File: src/rtl/lane_remap_pkg.sv
// Shared types and helpers for the lane remap controller.
// Select slices are packed lowest output first.
package lane_remap_pkg;

  typedef enum logic {
    IDLE = 1'b0,
    SCAN = 1'b1
  } state_e;

  localparam int NUM_OUT_DEF   = 6;
  localparam int NUM_SPARE_DEF = 2;
  localparam int MAX_LANES     = 64;
  localparam int MAX_SEL_W     = 6;
  localparam int MAX_FLAT_W    = MAX_LANES * MAX_SEL_W;
  localparam int SEL_W_DEF     =
    $clog2(NUM_OUT_DEF + NUM_SPARE_DEF);

  // Callers zero-extend their flat vector to MAX_FLAT_W.
  function automatic logic [MAX_SEL_W-1:0] sel_of(
    input logic [MAX_FLAT_W-1:0] flat,
    input int                    i,
    input int                    w = SEL_W_DEF
  );
    logic [MAX_FLAT_W-1:0] s;
    logic [MAX_SEL_W-1:0]  m;
    s = flat >> (i * w);
    m = MAX_SEL_W'((1 << w) - 1);
    return MAX_SEL_W'(s) & m;
  endfunction

endpackage

File: src/rtl/lane_remap_scan_cnt.sv
// Scan counters: lane index p, output index k, fault count.
// Next values are exported so the commit can see the final lane.
module lane_remap_scan_cnt
  import lane_remap_pkg::*;
#(
  parameter int NUM_OUT = NUM_OUT_DEF,
  parameter int SEL_W   = 3,
  parameter int CNT_W   = 4
) (
  input  logic             clk,
  input  logic             reset,
  input  logic             clr,
  input  logic             en,
  input  logic             bad,
  output logic [SEL_W-1:0] p_q,
  output logic [CNT_W-1:0] k_q,
  output logic [CNT_W-1:0] k_nxt,
  output logic [CNT_W-1:0] cnt_nxt
);

  logic [SEL_W-1:0] p_d;
  logic [CNT_W-1:0] k_d;
  logic [CNT_W-1:0] cnt_d;
  logic [CNT_W-1:0] cnt_q;

  always_comb begin
    p_d   = p_q;
    k_d   = k_q;
    cnt_d = cnt_q;
    if (clr) begin
      p_d   = '0;
      k_d   = '0;
      cnt_d = '0;
    end else if (en) begin
      p_d = p_q + 1'b1;
      if (!bad && k_q < CNT_W'(NUM_OUT))
        k_d = k_q + 1'b1;
      if (bad)
        cnt_d = cnt_q + 1'b1;
    end
  end

  assign k_nxt   = k_d;
  assign cnt_nxt = cnt_d;

  always_ff @(posedge clk) begin
    if (reset) begin
      p_q   <= '0;
      k_q   <= '0;
      cnt_q <= '0;
    end else begin
      p_q   <= p_d;
      k_q   <= k_d;
      cnt_q <= cnt_d;
    end
  end

endmodule

File: src/rtl/lane_remap_ctrl.sv
// Lane remap controller: scans a latched fault mask and commits
// a complete select table only when enough good lanes exist.
module lane_remap_ctrl
  import lane_remap_pkg::*;
#(
  parameter int NUM_OUT   = NUM_OUT_DEF,
  parameter int NUM_SPARE = NUM_SPARE_DEF,
  parameter int NUM_LANES = NUM_OUT + NUM_SPARE,
  parameter int SEL_W     = $clog2(NUM_OUT + NUM_SPARE),
  parameter int CNT_W     = $clog2(NUM_OUT + NUM_SPARE + 1)
) (
  input  logic                     clk,
  input  logic                     reset,
  input  logic                     start,
  input  logic [NUM_LANES-1:0]     fault_mask,
  output logic                     busy,
  output logic                     done,
  output logic                     fail,
  output logic                     map_valid,
  output logic [CNT_W-1:0]         fault_count,
  output logic [NUM_OUT*SEL_W-1:0] sel_flat
);

  localparam int FLAT_W = NUM_OUT * SEL_W;

  function automatic logic [FLAT_W-1:0] ident();
    logic [FLAT_W-1:0] f;
    f = '0;
    for (int i = 0; i < NUM_OUT; i++)
      f[i*SEL_W +: SEL_W] = SEL_W'(i);
    return f;
  endfunction

  state_e state_q, state_d;

  logic [NUM_LANES-1:0] mask_q, mask_d;
  logic [FLAT_W-1:0]    shadow_q, shadow_d;
  logic [FLAT_W-1:0]    sel_q, sel_d;
  logic [CNT_W-1:0]     fcnt_q, fcnt_d;
  logic                 done_q, done_d;
  logic                 fail_q, fail_d;
  logic                 valid_q, valid_d;

  logic             accept;
  logic             scan_en;
  logic             last;
  logic             lane_bad;
  logic [SEL_W-1:0] p_q;
  logic [CNT_W-1:0] k_q;
  logic [CNT_W-1:0] k_nxt;
  logic [CNT_W-1:0] cnt_nxt;

  assign accept   = (state_q == IDLE) && start;
  assign scan_en  = (state_q == SCAN);
  assign lane_bad = mask_q[p_q];
  assign last     = scan_en &&
                    (p_q == SEL_W'(NUM_LANES - 1));

  lane_remap_scan_cnt #(
    .NUM_OUT (NUM_OUT),
    .SEL_W   (SEL_W),
    .CNT_W   (CNT_W)
  ) u_cnt (
    .clk     (clk),
    .reset   (reset),
    .clr     (accept),
    .en      (scan_en),
    .bad     (lane_bad),
    .p_q     (p_q),
    .k_q     (k_q),
    .k_nxt   (k_nxt),
    .cnt_nxt (cnt_nxt)
  );

  always_ff @(posedge clk) begin
    if (reset) state_q <= IDLE;
    else       state_q <= state_d;
  end

  always_comb begin
    state_d = state_q;
    unique case (state_q)
      IDLE:    if (start) state_d = SCAN;
      SCAN:    if (last)  state_d = IDLE;
      default: state_d = IDLE;
    endcase
  end

  always_comb begin
    busy = (state_q == SCAN);
  end

  always_comb begin
    mask_d   = accept ? fault_mask : mask_q;
    shadow_d = shadow_q;
    if (accept) begin
      shadow_d = '0;
    end else if (scan_en && !lane_bad &&
                 k_q < CNT_W'(NUM_OUT)) begin
      for (int i = 0; i < NUM_OUT; i++)
        if (k_q == CNT_W'(i))
          shadow_d[i*SEL_W +: SEL_W] = p_q;
    end
  end

  // Commit sees the next-state shadow so the last lane counts.
  always_comb begin
    done_d  = last;
    fail_d  = fail_q;
    valid_d = valid_q;
    fcnt_d  = fcnt_q;
    sel_d   = sel_q;
    if (last) begin
      fcnt_d = cnt_nxt;
      if (k_nxt == CNT_W'(NUM_OUT)) begin
        sel_d   = shadow_d;
        valid_d = 1'b1;
        fail_d  = 1'b0;
      end else begin
        valid_d = 1'b0;
        fail_d  = 1'b1;
      end
    end
  end

  always_ff @(posedge clk) begin
    if (reset) begin
      mask_q   <= '0;
      shadow_q <= '0;
      sel_q    <= ident();
      fcnt_q   <= '0;
      done_q   <= 1'b0;
      fail_q   <= 1'b0;
      valid_q  <= 1'b0;
    end else begin
      mask_q   <= mask_d;
      shadow_q <= shadow_d;
      sel_q    <= sel_d;
      fcnt_q   <= fcnt_d;
      done_q   <= done_d;
      fail_q   <= fail_d;
      valid_q  <= valid_d;
    end
  end

  assign done        = done_q;
  assign fail        = fail_q;
  assign map_valid   = valid_q;
  assign fault_count = fcnt_q;
  assign sel_flat    = sel_q;

endmodule
File: config.mk
export PLATFORM = sky130hd
export DESIGN_NAME = lane_remap_ctrl
export DESIGN_NICKNAME = d
export VERILOG_FILES = /design/src/rtl/lane_remap_pkg.sv /design/src/rtl/lane_remap_scan_cnt.sv /design/src/rtl/lane_remap_ctrl.sv
export SDC_FILE = /design/constraint.sdc
export NUM_CORES = 1
export LEC_CHECK = 0
export ABC_AREA = 1
export BUFFER_PORTS_ARGS = -buffer_cell sky130_fd_sc_hd__buf_4
export CAP_MARGIN = 30
export CORE_ASPECT_RATIO = 0.6
export CORE_UTILIZATION = 62
export DETAILED_ROUTE_END_ITERATION = 8
export HOLD_SLACK_MARGIN = 0.1
export PLACE_DENSITY = 0.93
export SETUP_SLACK_MARGIN = 0.15
export SLEW_MARGIN = 20
export SYNTH_ARGS = -nofsm -noshare
export SYNTH_HDL_FRONTEND = slang
export SYNTH_SLANG_ARGS = --single-unit
File: constraint.sdc
create_clock -name clk -period 2.7 [get_ports clk]
set_input_delay 0.27 -clock clk [delete_from_list [all_inputs] [get_ports clk]]
set_output_delay 0.27 -clock clk [all_outputs]
set_load 0.01 [all_outputs]
==> results.py <==
metrics = {
    "floorplan": {
        "pin_count": 37,
        "initial_core_util_pct": 64.6,
        "chipHeight_um": 55.6,
        "die_width_um": 91.3,
        "core_area_um2": 4590,
        "dieArea_um2": 5070,
        "rows": 19,
    },
    "clock_network": {
        "tritoncts": "built",
        "clock_tree.root_cell": "clkbuf_8",
        "tritoncts_buffer_count": 9,
        "post_cts.resized_instances": 0,
        "post-cts-setup-buffer-count": 0,
        "clkSlewWorstSetupHoldPaths_ns": 0.07,
        "cts_num_sinks": 63,
        "worstSkewPairLatency_ns": 0.35,
        "htree_levels": 3,
        "clock_path_buffers": 2,
        "holdBufCountCts": 0,
    },
    "sta": {
        "fin_ws_ns": 0.407,
        "tns_ns": 0,
        "rsz0062_at_grt": "false",
        "timing.final.crit_period_ns": 2.29,
        "slew_headroom_pct": 59.9,
        "final-max-slew-violation-count": 0,
        "final_hold_violating_endpoints": 0,
        "finalCritPeriodShare_pct": 84.9,
        "finClkSkew_ns": 0.0105,
        "setup_viol": 0,
        "fmax_mhz": 436,
        "max_slew.worst_pin.slew_ns": 0.600,
    },
    "power_and_ir_drop": {
        "netSwitchingFraction_pct": 24.5,
        "power.net_switching_w": 0.000498,
        "power_density_nw_per_um2": 591,
        "share_clk_of_total_power_pct": 43.9,
        "p_leak_nw": 1.48,
        "pwr-share-seq_pct": 47.0,
        "power.ir.vdd_worst_v": 0.000704,
        "post-layout-total-power_w": 0.00203,
        "share_comb_of_total_power_pct": 9.0,
        "internal_power_w": 0.00153,
    },
    "placed_design": {
        "place.port_buffers": 36,
        "place_inst": 501,
        "gpl.final_weighted_congestion": 0.917,
        "dpl.hpwl_um": 4750,
        "place_worst_setup_slack_ns": 0.337,
    },
    "critical_path": {
        "cp_common_cell": "nand3_1",
        "endpoint_kind": "flip-flop",
        "critPathRequiredTime_ns": 2.91,
        "worst_r2r_startpoint": "u_cnt.p_q[0]",
        "regToRegSetupSlack_ns": 0.41,
        "worst_r2r_endpoint": "sel_flat[15]",
        "critical_path_buf_inv_count": 1,
        "critical_path.cell_chain": "inv_2, nand2_1, nand3_1, nand3_1, nand2_2, nand3_2, nand2_2, nor2_4, nand3_4, nand2_1, nand3_1",
        "worst_path_largest_cell_delay_ns": 0.46,
        "arrival_time_of_the_worst_setup_path_ns": 2.50,
        "critical_path.top_delay_family": "simple AND/OR/NAND/NOR gates",
        "worst-path-max-fanout": 18,
        "worstSetupStartpointType": "flip-flop",
        "crit_path_top_delay_cell": "dfxtp_1",
        "worst_r2r_path_depth": 11,
        "timing_worst_setup_path_type": "reg2reg",
    },
    "global_routing": {
        "grt_max_degree": 27,
        "global_route_wire_length_before_repair_um": 12200,
        "vias_in_the_first_global_route": 2724,
        "initial_antenna_violation_count": 0,
        "grt_overflow_total": 0,
        "globalRouteTotalUtil_pct": 31.4,
    },
    "finish": {
        "antenna_cells": 0,
        "seq_area_um2": 1260,
        "fillCellCount": 350,
        "layout.cells.non_filler": 517,
        "drive_above_1_share_pct": 18.9,
        "finalNetCount": 468,
        "multi_input_comb_area_um2": 1420,
        "post_layout_utilization_of_the_core_pct": 74.9,
        "syn_to_final_growth_pct": 16.0,
    },
    "logic_synthesis": {
        "postSynth.asyncResetShare_pct": 0,
        "synth.top_cells.by_area": "dfxtp_1, nand2_1, nor2_1, nand3_1, a21oi_1",
        "post_synth.cell_area_avg_um2": 7.13,
        "synth_common_cells": "nand2_1, dfxtp_1, nor2_1",
        "synthMostInstantiatedCell": "nand2_1",
        "ys_types": 28,
        "syn-num-nets": 434,
        "yosys_register_bits": 63,
        "number_of_synthesized_flops_with_an_enable_pin": 0,
        "ys_seq_area_share_pct": 42.5,
        "synth_area_leader_cell": "dfxtp_1",
        "synth_warnings": 0,
        "ys_dominant_reg_cell": "dfxtp_1",
        "synth.top_cell.area_share_pct": 42.5,
        "synthesis.instances": 416,
        "syn-cell-area_um2": 2960,
    },
    "worst_hold_path": {
        "hp-start": "start",
        "number_of_cells_on_the_worst_hold_path": 2,
        "min_to": "busy",
        "hold_crit_class": "in2reg",
    },
    "routing": {
        "drt.antenna.violating_nets": 0,
        "drt_first_pass_iters": 5,
        "detailroute.via_count": 2830,
        "detail_route.iter0.violations": 205,
        "post_drt_wl_per_cell_um": 13.3,
        "remaining_drc_errors": 0,
        "vias_per_cell": 5.47,
        "detail_route.wirelength_um": 6890,
    },
    "flow_run": {
        "maxCapViolCount": 0,
    },
    "status": {
        "run_status": "finished clean",
    },
}
-- worst register-to-register path: stages (launching register included) --
cell and delay, ns:
dfxtp_1 0.46, inv_2 0.16, nand2_1 0.10, nand3_1 0.06, nand3_1 0.10, nand2_2 0.20, nand3_2 0.13, nand2_2 0.10
nor2_4 0.31, nand3_4 0.29, nand2_1 0.15, nand3_1 0.08
-- metrics by stage --
stage	instance area (um^2)	hold slack [ns]
floorplan	2960	0.354
global placement	3220	0.442
detailed placement	3220	0.444
CTS	3430	0.125
global route	3440	0.126
finish	3440	0.135
-- cell type report --
class	count	share of cell area, %
clock inverters	4	2.04
flip-flops and latches	63	36.7
well taps	63	2.29
clock buffers	11	4.11
inverters	42	4.59
repair buffers	41	8.95
multi-input cells	293	41.3
-- logic make-up (layout without fill, tap and decap cells) --
| kind of cell | count (synthesis) | after routing | synth area share, % |
|---|---|---|---|
| fa+ha+maj | 7 | 7 | 2.95 |
| buf+inv | 61 | 98 | 9.71 |
| compound gates | 68 | 68 | 12.4 |
| flops | 63 | 63 | 42.5 |
| simple gates | 217 | 218 | 32.4 |
-- power by group through the flow --
stage | clock (W) | sequential (W) | combinational (W)
final | 0.000892 | 0.000956 | 0.000184
after global routing | 0.000940 | 0.000957 | 0.000206
after CTS | 0.000894 | 0.000956 | 0.000175
after detailed placement | 0 | 0.000977 | 0.000173
after global placement | 0 | 0.000975 | 0.000168
after floorplan | 0 | 0.000974 | 0.000136
-- routing by layer --
metal / up-vias / share of wire [%] / global-route usage, %
met2: 112 / 44 / 48.9
met3: 19 / 8.2 / 12.1
li1: 1386 / - / -
met1: 1313 / 46 / 40.2
met5: - / 0 / 0
met4: 0 / 1.7 / 10.2
-- how the worst max path moves through the flow --
| stage | slack, ns | from | endpoint | cells after the start |
|---|---|---|---|---|
| finish | 0.41 | u_cnt.p_q[0] | sel_flat[15] | 11 |
| CTS | 0.32 | u_cnt.p_q[0] | sel_flat[15] | 11 |
| global placement | 0.52 | u_cnt.p_q[0] | sel_flat[1] | 11 |
| floorplan | 0.98 | u_cnt.k_q[1] | sel_flat[5] | 13 |
| global route | 0.17 | u_cnt.p_q[0] | sel_flat[13] | 12 |
| detailed placement | 0.34 | u_cnt.p_q[0] | sel_flat[15] | 11 |
-- layout by cell type, fill, tap and decap left out, drive strengths merged, types with 3 or more instances in the layout --
master	netlist	layout
inv	42	42
nand2	117	117
ha	7	7
nor2	56	57
o21ai	33	33
dfxtp	63	63
nor3	3	3
a21oi	32	32
and2	4	4
clkbuf	8	11
nand3	36	36
buf	11	41
-- sequential cells by signal, summed over array words and instances, names as in the netlist --
| signal | flops |
|---|---|
| sel_flat | 18 |
| u_cnt.cnt_q | 4 |
| done | 1 |
| shadow_q | 18 |
| busy | 1 |
| fail | 1 |
| u_cnt.p_q | 3 |
| map_valid | 1 |
| u_cnt.k_q | 4 |
| fault_count | 4 |
| mask_q | 8 |
No activity file was read; power rests on OpenSTA's default activity.
